===== src/rtl/multicycle_controller.sv =====
// Main control FSM of the multicycle RV32I core: sequences fetch/decode/execute/
// memory/writeback, drives datapath selects and enables, and counts retired instructions.
module multicycle_controller #(
    parameter int INSTRET_W = 32
) (
    input  logic                 clk,
    input  logic                 rst_n,
    input  logic [6:0]           opcode,
    input  logic [2:0]           funct3,
    input  logic                 zero,
    input  logic                 lt,
    input  logic                 mem_ready,
    output logic                 PCWrite,
    output logic                 AdrSrc,
    output logic                 MemWrite,
    output logic                 IRWrite,
    output logic [1:0]           ResultSrc,
    output logic [1:0]           ALUSrcA,
    output logic [1:0]           ALUSrcB,
    output logic [1:0]           ALUOp,
    output logic [1:0]           ImmSrc,
    output logic                 RegWrite,
    output logic                 illegal,
    output logic [INSTRET_W-1:0] instret
);

    localparam logic [6:0] OP_LOAD   = 7'b0000011;
    localparam logic [6:0] OP_STORE  = 7'b0100011;
    localparam logic [6:0] OP_RTYPE  = 7'b0110011;
    localparam logic [6:0] OP_ITYPE  = 7'b0010011;
    localparam logic [6:0] OP_BRANCH = 7'b1100011;
    localparam logic [6:0] OP_JAL    = 7'b1101111;

    typedef enum logic [3:0] {
        S_IDLE     = 4'd0,
        S_FETCH    = 4'd1,
        S_DECODE   = 4'd2,
        S_MEMADR   = 4'd3,
        S_MEMREAD  = 4'd4,
        S_MEMWB    = 4'd5,
        S_MEMWRITE = 4'd6,
        S_EXECR    = 4'd7,
        S_EXECI    = 4'd8,
        S_ALUWB    = 4'd9,
        S_BRANCH   = 4'd10,
        S_JAL      = 4'd11,
        S_TRAP     = 4'd12
    } state_t;

    state_t state_r;
    state_t next_state_s;
    logic   retire_s;

    // Unsupported funct3 values resolve to not-taken rather than trapping.
    function automatic logic branch_taken(input logic [2:0] f3, input logic z, input logic l);
        logic t;
        case (f3)
            3'b000:  t = z;
            3'b001:  t = ~z;
            3'b100:  t = l;
            default: t = 1'b0;
        endcase
        return t;
    endfunction

    // State register
    always_ff @(posedge clk or negedge rst_n) begin
        if (!rst_n) begin
            state_r <= S_IDLE;
        end else begin
            state_r <= next_state_s;
        end
    end

    // Next-state logic
    always_comb begin
        next_state_s = state_r;
        case (state_r)
            S_IDLE:     next_state_s = S_FETCH;
            S_FETCH: begin
                if (mem_ready) next_state_s = S_DECODE;
                else           next_state_s = S_FETCH;
            end
            S_DECODE: begin
                case (opcode)
                    OP_LOAD, OP_STORE: next_state_s = S_MEMADR;
                    OP_RTYPE:          next_state_s = S_EXECR;
                    OP_ITYPE:          next_state_s = S_EXECI;
                    OP_BRANCH:         next_state_s = S_BRANCH;
                    OP_JAL:            next_state_s = S_JAL;
                    default:           next_state_s = S_TRAP;
                endcase
            end
            S_MEMADR: begin
                if (opcode == OP_LOAD) next_state_s = S_MEMREAD;
                else                   next_state_s = S_MEMWRITE;
            end
            S_MEMREAD: begin
                if (mem_ready) next_state_s = S_MEMWB;
                else           next_state_s = S_MEMREAD;
            end
            S_MEMWB:    next_state_s = S_FETCH;
            S_MEMWRITE: begin
                if (mem_ready) next_state_s = S_FETCH;
                else           next_state_s = S_MEMWRITE;
            end
            S_EXECR:    next_state_s = S_ALUWB;
            S_EXECI:    next_state_s = S_ALUWB;
            S_ALUWB:    next_state_s = S_FETCH;
            S_BRANCH:   next_state_s = S_FETCH;
            S_JAL:      next_state_s = S_ALUWB;
            S_TRAP:     next_state_s = S_TRAP;
            default:    next_state_s = S_IDLE;
        endcase
    end

    // Output decode; everything not driven by a state stays at its idle value
    always_comb begin
        PCWrite   = 1'b0;
        AdrSrc    = 1'b0;
        MemWrite  = 1'b0;
        IRWrite   = 1'b0;
        ResultSrc = 2'b00;
        ALUSrcA   = 2'b00;
        ALUSrcB   = 2'b00;
        ALUOp     = 2'b00;
        RegWrite  = 1'b0;
        illegal   = 1'b0;
        case (opcode)
            OP_STORE:  ImmSrc = 2'b01;
            OP_BRANCH: ImmSrc = 2'b10;
            OP_JAL:    ImmSrc = 2'b11;
            default:   ImmSrc = 2'b00;
        endcase
        case (state_r)
            S_FETCH: begin
                ALUSrcB   = 2'b10;
                ResultSrc = 2'b10;
                IRWrite   = mem_ready;
                PCWrite   = mem_ready;
            end
            S_DECODE: begin
                ALUSrcA = 2'b01;
                ALUSrcB = 2'b01;
            end
            S_MEMADR: begin
                ALUSrcA = 2'b10;
                ALUSrcB = 2'b01;
            end
            S_MEMREAD:  AdrSrc = 1'b1;
            S_MEMWB: begin
                ResultSrc = 2'b01;
                RegWrite  = 1'b1;
            end
            S_MEMWRITE: begin
                AdrSrc   = 1'b1;
                MemWrite = 1'b1;
            end
            S_EXECR: begin
                ALUSrcA = 2'b10;
                ALUOp   = 2'b10;
            end
            S_EXECI: begin
                ALUSrcA = 2'b10;
                ALUSrcB = 2'b01;
                ALUOp   = 2'b10;
            end
            S_ALUWB:    RegWrite = 1'b1;
            S_BRANCH: begin
                ALUSrcA = 2'b10;
                ALUOp   = 2'b01;
                PCWrite = branch_taken(funct3, zero, lt);
            end
            S_JAL: begin
                ALUSrcA = 2'b01;
                ALUSrcB = 2'b10;
                PCWrite = 1'b1;
            end
            S_TRAP:     illegal = 1'b1;
            default:    illegal = 1'b0;
        endcase
    end

    // A jal retires in its ALUWB, so only the final step of each instruction counts
    assign retire_s = (state_r == S_MEMWB) || (state_r == S_ALUWB) || (state_r == S_BRANCH) ||
                      ((state_r == S_MEMWRITE) && mem_ready);

    // Retired-instruction counter, wraps naturally
    always_ff @(posedge clk or negedge rst_n) begin
        if (!rst_n) begin
            instret <= '0;
        end else if (retire_s) begin
            instret <= instret + INSTRET_W'(1);
        end else begin
            instret <= instret;
        end
    end

endmodule


===== config.mk =====
export PLATFORM = sky130hd
export DESIGN_NAME = multicycle_controller
export DESIGN_NICKNAME = d
export VERILOG_FILES = /design/src/rtl/multicycle_controller.sv
export SDC_FILE = /design/constraint.sdc
export NUM_CORES = 1
export LEC_CHECK = 0
export BUFFER_PORTS_ARGS = -buffer_cell sky130_fd_sc_hd__buf_2
export CORE_MARGIN = 2
export CORE_UTILIZATION = 40
export CTS_CLUSTER_SIZE = 12
export DETAILED_ROUTE_END_ITERATION = 8
export PLACE_DENSITY_LB_ADDON = 0.2
export SYNTH_ARGS = -nofsm -noshare
export SYNTH_HDL_FRONTEND = slang
export SYNTH_SLANG_ARGS = --single-unit

===== constraint.sdc =====
create_clock -name clk -period 1.9 [get_ports clk]
set_input_delay 0.38 -clock clk [delete_from_list [all_inputs] [get_ports clk]]
set_output_delay 0.38 -clock clk [all_outputs]
set_load 0.02 [all_outputs]

After elaboration in Yosys (flattened, before gate mapping)
Cells that the tools add are included.
Cells by class
  reductions and logical operators: 16
  bitwise gates (word level): 1
  add/sub/neg operators: 1
  muxes and demuxes: 18
  equality and inequality tests: 20
Operators with widths (number)
  $add A32 B1 Y32 const B: 1
  $pmux W4 S8: 1
  $eq A4 B4 Y1 const B: 5
  $pmux W4 S5: 1
  $eq A4 B3 Y1 const B: 4
  $pmux W2 S2: 4
  $eq A7 B6 Y1 const B: 2
  $eq A7 B7 Y1 const B: 2
  $reduce_or A2 Y1: 6
  $eq A4 B2 Y1 const B: 2
  $reduce_or A4 Y1: 2
  $eq A7 B2 Y1 const B: 1
  $eq A7 B5 Y1 const B: 1
  $mux W1: 6
  $pmux W1 S3: 2
  $pmux W2 S3: 1
  $reduce_or A3 Y1: 2
  $eq A4 B1 Y1 const B: 1
  $logic_not A4 Y1: 1
  $mux W2: 2
  $eq A3 B1 Y1 const B: 1
  $eq A3 B3 Y1 const B: 1
  $logic_not A3 Y1: 1
  $logic_or A1 B1 Y1: 3
  3 further kinds: 3
Storage, ports and cells
  output and inout bits: 48
  register bits: 36
  input port bits: 15

Longest topological paths before layout
  word-level depth: 4
  depth in mapped cells: 7
  mapped depth without buffers: 6

Least setup slack after synthesis
OpenSTA, ideal clock, no wires.
  path type: flip-flop to output port
  start point: register state_r[0]
  end point: output PCWrite
  cell stages (with the launch flop): 4
  buffers on the path: 1
  data arrival time: 1.652 ns
  path slack: -0.132 ns
  path through: dfrtp_1 -> clkbuf_1 -> nand2b_1 -> o41ai_1
Between the ends
  longest elaborated chain between the ends: 2
  elaborated cells between the ends (all ways): 4
  classes of those cells: 3 x eq/ne; 1 x mux
RTL lines
  start: declaration: line 50  | state_t state_r;
  start signal: assignment: line 71  | state_r <= next_state_s;
  $eq A4 B4 Y1 or $eq A4 B1 Y1 (tied branches): line 135  | case (state_r)
  $pmux W1 S3 (*): line 135
  end: declaration: line 13  | output logic PCWrite,
Every way passes the cells marked *; elsewhere a longest branch is shown, timed or not.

Final worst setup path
  start point: register state_r[3]
  end point: output PCWrite
The elaborated chain is that of the path after synthesis.

==> impl_metrics.xml <==
<?xml version="1.0" encoding="UTF-8"?>
<metrics>
  <group name="synth">
    <metric name="synthesis.instances" unit="">219</metric>
    <metric name="post_synth_instance_area" unit="um2">2110</metric>
    <metric name="synth.distinct_cells" unit="">51</metric>
    <metric name="postSynthNetCount" unit="">235</metric>
    <metric name="post_synth_arst_share" unit="%">100</metric>
    <metric name="ys.warnings.count" unit="">0</metric>
    <metric name="synth-seq-cells" unit="">36</metric>
    <metric name="synth_edf_count" unit="">0</metric>
    <metric name="most_frequently_used_flop_master_after_synthesis" unit="">dfrtp_1</metric>
    <metric name="post_synthesis_mean_instance_area" unit="um2">9.63</metric>
    <metric name="ys_seq_area_share" unit="%">42.7</metric>
  </group>
  <group name="timing">
    <metric name="setup_viol" unit="">1</metric>
    <metric name="finalHoldViolations" unit="">0</metric>
    <metric name="timing.final.max_slew_violations" unit="">0</metric>
    <metric name="final_critical_path_setup_slack" unit="ns">-0.0171</metric>
    <metric name="shortest_period_the_worst_path_allows" unit="ns">1.92</metric>
    <metric name="slew_headroom" unit="%">66.3</metric>
    <metric name="hold-worst-slack" unit="ns">0.121</metric>
    <metric name="fin_crit_sh" unit="%">101</metric>
    <metric name="fmax" unit="MHz">522</metric>
    <metric name="worst_clock_skew" unit="ns">0.00422</metric>
    <metric name="tightest_slew" unit="ns">0.502</metric>
    <metric name="setup_repair_after_global_routing_missed_its_margin" unit="">yes</metric>
  </group>
  <group name="worst_hold_path">
    <metric name="worstHoldPathType" unit="">in -&gt; async</metric>
  </group>
  <group name="global_route">
    <metric name="grt-ovfl-total" unit="">0</metric>
    <metric name="grt_antenna_before_repair" unit="">0</metric>
    <metric name="grt_pass1_vias" unit="">1752</metric>
    <metric name="largest_net_degree_at_the_start_of_global_routing" unit="">37</metric>
    <metric name="grtUsageTotal" unit="%">16.7</metric>
    <metric name="global_route_wire_length_before_repair" unit="um">8020</metric>
  </group>
  <group name="worst_setup_path">
    <metric name="critPathRequiredTime" unit="ns">1.52</metric>
    <metric name="crit_chain" unit="">nor3b_2 -&gt; a21oi_1 -&gt; or3b_1 -&gt; o41ai_2 -&gt; buf_4</metric>
    <metric name="start_kind" unit="">flop</metric>
    <metric name="worstPathArrival" unit="ns">1.54</metric>
    <metric name="end_kind" unit="">primary output</metric>
    <metric name="timing.critical_path.slowest_stage_cell" unit="">dfrtp_2</metric>
    <metric name="timing.reg2reg.setup_slack" unit="ns">0.15</metric>
    <metric name="rr_worst_depth" unit="">7</metric>
    <metric name="timing.critical_path.slowest_cell_delay" unit="ns">0.43</metric>
    <metric name="crit_path_max_fanout" unit="">4</metric>
    <metric name="critical_path.reg2reg.endpoint" unit="">instret[17]</metric>
    <metric name="critical_path_class" unit="">reg -&gt; out</metric>
    <metric name="worstReg2RegStart" unit="">state_r[3]</metric>
  </group>
  <group name="finish">
    <metric name="design.final.nets" unit="">312</metric>
    <metric name="diodes" unit="">0</metric>
    <metric name="syn_to_final_growth" unit="%">30.8</metric>
    <metric name="design_area" unit="um2">2760</metric>
    <metric name="n_fill_cell" unit="">490</metric>
    <metric name="layout-drive-gt1-share" unit="%">36.0</metric>
  </group>
  <group name="placement">
    <metric name="gpl.final_weighted_congestion" unit="">0.799</metric>
    <metric name="detailed_place_hpwl" unit="um">3430</metric>
    <metric name="io_buffers" unit="">62</metric>
    <metric name="placement.cell_area" unit="um2">2570</metric>
  </group>
  <group name="clock_tree">
    <metric name="clk_path_buf_depth" unit="">2</metric>
    <metric name="clock_sinks" unit="">36</metric>
    <metric name="root_buffer_cell" unit="">clkbuf_8</metric>
    <metric name="tritoncts" unit="">built</metric>
    <metric name="worst_setup_hold_path_clk_slew" unit="ns">0.07</metric>
    <metric name="clk_latency" unit="ns">0.29</metric>
    <metric name="cts-buffers-inserted" unit="">5</metric>
    <metric name="ctsHtreeMaxLevel" unit="">2</metric>
  </group>
  <group name="floorplanning">
    <metric name="die_height" unit="um">76.6</metric>
    <metric name="starting_density_of_the_core" unit="%">41.3</metric>
    <metric name="chipWidth" unit="um">76.6</metric>
    <metric name="boundaryPins" unit="">63</metric>
    <metric name="fp.dieArea" unit="um2">5870</metric>
    <metric name="core_area" unit="um2">5110</metric>
    <metric name="num_rows" unit="">26</metric>
  </group>
  <group name="route">
    <metric name="detailroute.via_count" unit="">1888</metric>
    <metric name="drtIter0Drc" unit="">72</metric>
    <metric name="route.detailed.vias_per_inst" unit="">5.14</metric>
    <metric name="drt-pass1-iter-count" unit="">4</metric>
    <metric name="total_wirelength_of_the_detailed_routed_design" unit="um">4670</metric>
    <metric name="drc" unit="">0</metric>
    <metric name="final_antenna_net_count" unit="">0</metric>
    <metric name="wl_per_cell" unit="um">12.7</metric>
  </group>
  <group name="pwr">
    <metric name="p_per_area" unit="nW/um2">1060</metric>
    <metric name="vdd.ir_drop.worst" unit="V">0.000478</metric>
    <metric name="totalPowerFinal" unit="uW">2920</metric>
    <metric name="power_leakage" unit="uW">0.00139</metric>
  </group>
  <group name="outcome">
    <metric name="status" unit="">finished, violations left</metric>
    <metric name="violations" unit="">negative setup slack</metric>
  </group>
  <group name="job">
    <metric name="maxCapViolations" unit="">0</metric>
  </group>
</metrics>
[layer usage]
layer  up-vias  GRT usage [%]  wire, um
li1        938              -         -
met1       903           23.1      2200
met2        42           26.0      2190
met3         5           4.38       227
met4         0           4.36        55
met5         -              0         0
[flip-flops by register name, summed over array words and instances, names as in the netlist]
name	flops
instret	32
state_r	4
[metrics by stage]
step | util, % | setup slack (ns) | cells | setup TNS, ns
CTS | 52.9 | -0.0503 | 364 | -0.0961
global placement | 50.3 | 0.146 | 354 | 0
floorplan | - | 0.115 | 219 | 0
finish | 54.0 | -0.0171 | 367 | -0.0171
global route | 54.0 | -0.0992 | 367 | -0.191
detailed placement | 50.3 | 0.138 | 354 | 0
[layout by cell type, fill, tap and decap left out, drive strengths merged, types with 5 or more instances in the layout]
cell    synthesis  layout
a21oi           7       7
and3            9       9
and4            6       6
buf             7      81
clkbuf          4       6
dfrtp          36      36
nand2          17      17
nand2b          5       5
nand3          13      13
nand4          11      11
nor2           18      18
nor3            7       7
xnor2          26      26
xor2            9       9
[Yosys cell counts (3+ instances only)]
library cell / number / area, um2
dfrtp_1: 36 / 901
xnor2_1: 26 / 228
nor2_1: 18 / 67.6
nand2_1: 16 / 60.1
nand3_1: 13 / 65.1
nand4_1: 10 / 62.6
and3_1: 8 / 50.1
xor2_1: 8 / 70.1
a21oi_1: 7 / 35.0
and4_1: 6 / 52.6
nor3_1: 6 / 30.0
buf_2: 5 / 25.0
nand2b_1: 5 / 31.3
clkbuf_1: 4 / 15.0
nor2b_1: 4 / 25.0
and2_1: 3 / 18.8
[how the worst max path moves through the flow]
| stage | from | to | depth (start not counted) |
|---|---|---|---|
| after floorplan | state_r[3] | instret[1] | 5 |
| after global placement | mem_ready | PCWrite | 6 |
| after detailed placement | opcode[3] | state_r[3] | 6 |
| after CTS | state_r[3] | PCWrite | 5 |
| after global routing | state_r[2] | PCWrite | 3 |
| final | state_r[3] | PCWrite | 5 |
[kinds of logic after synthesis]
group                    Yosys count  share of synthesized area, %
AO/OA/AOI/OAI                     27                          8.54
multiplexers                       2                          1.19
buffers and inverters             13                          2.97
XOR/XNOR                          35                          14.9
adder cells (fa/ha/maj)            1                         0.593
AND/OR/NAND/NOR                  105                          29.1
flip-flops                        36                          42.7
[cell type report]
cell class              count  area, um2  share of cell area (%)
clock buffers               6       72.6                    2.63
clock inverters             2       35.0                    1.27
inverters                   2       7.51                   0.272
multi-input cells         170       1190                    43.0
flip-flops and latches     36        903                    32.7
well taps                  70       87.6                    3.17
repair buffers             81        467                    16.9
[power by group]
part	leakage (uW)	internal, uW	total (uW)	switching (uW)
Sequential	0.000483	863	997	135
Combinational	0.000856	562	1270	708
Clock	0.0000552	389	649	260
[critical path, delay by kind of cell, from the launching register on]
family                 cells  cell delay, ns
AO/OA/AOI/OAI              2            0.12
AND/OR/NAND/NOR            2            0.52
buffers and inverters      1            0.19
flip-flops                 1            0.43
[what timing repair did]
| item | CTS | global route |
|---|---|---|
| hold buffers | 0 | 0 |
| pin swaps | 0 | 1 |
| resized for setup | 4 | 11 |
| setup buffers | 2 | 3 |
| endpoints found under the setup margin | 10 | 15 |
No activity file was read; power rests on OpenSTA's default activity.
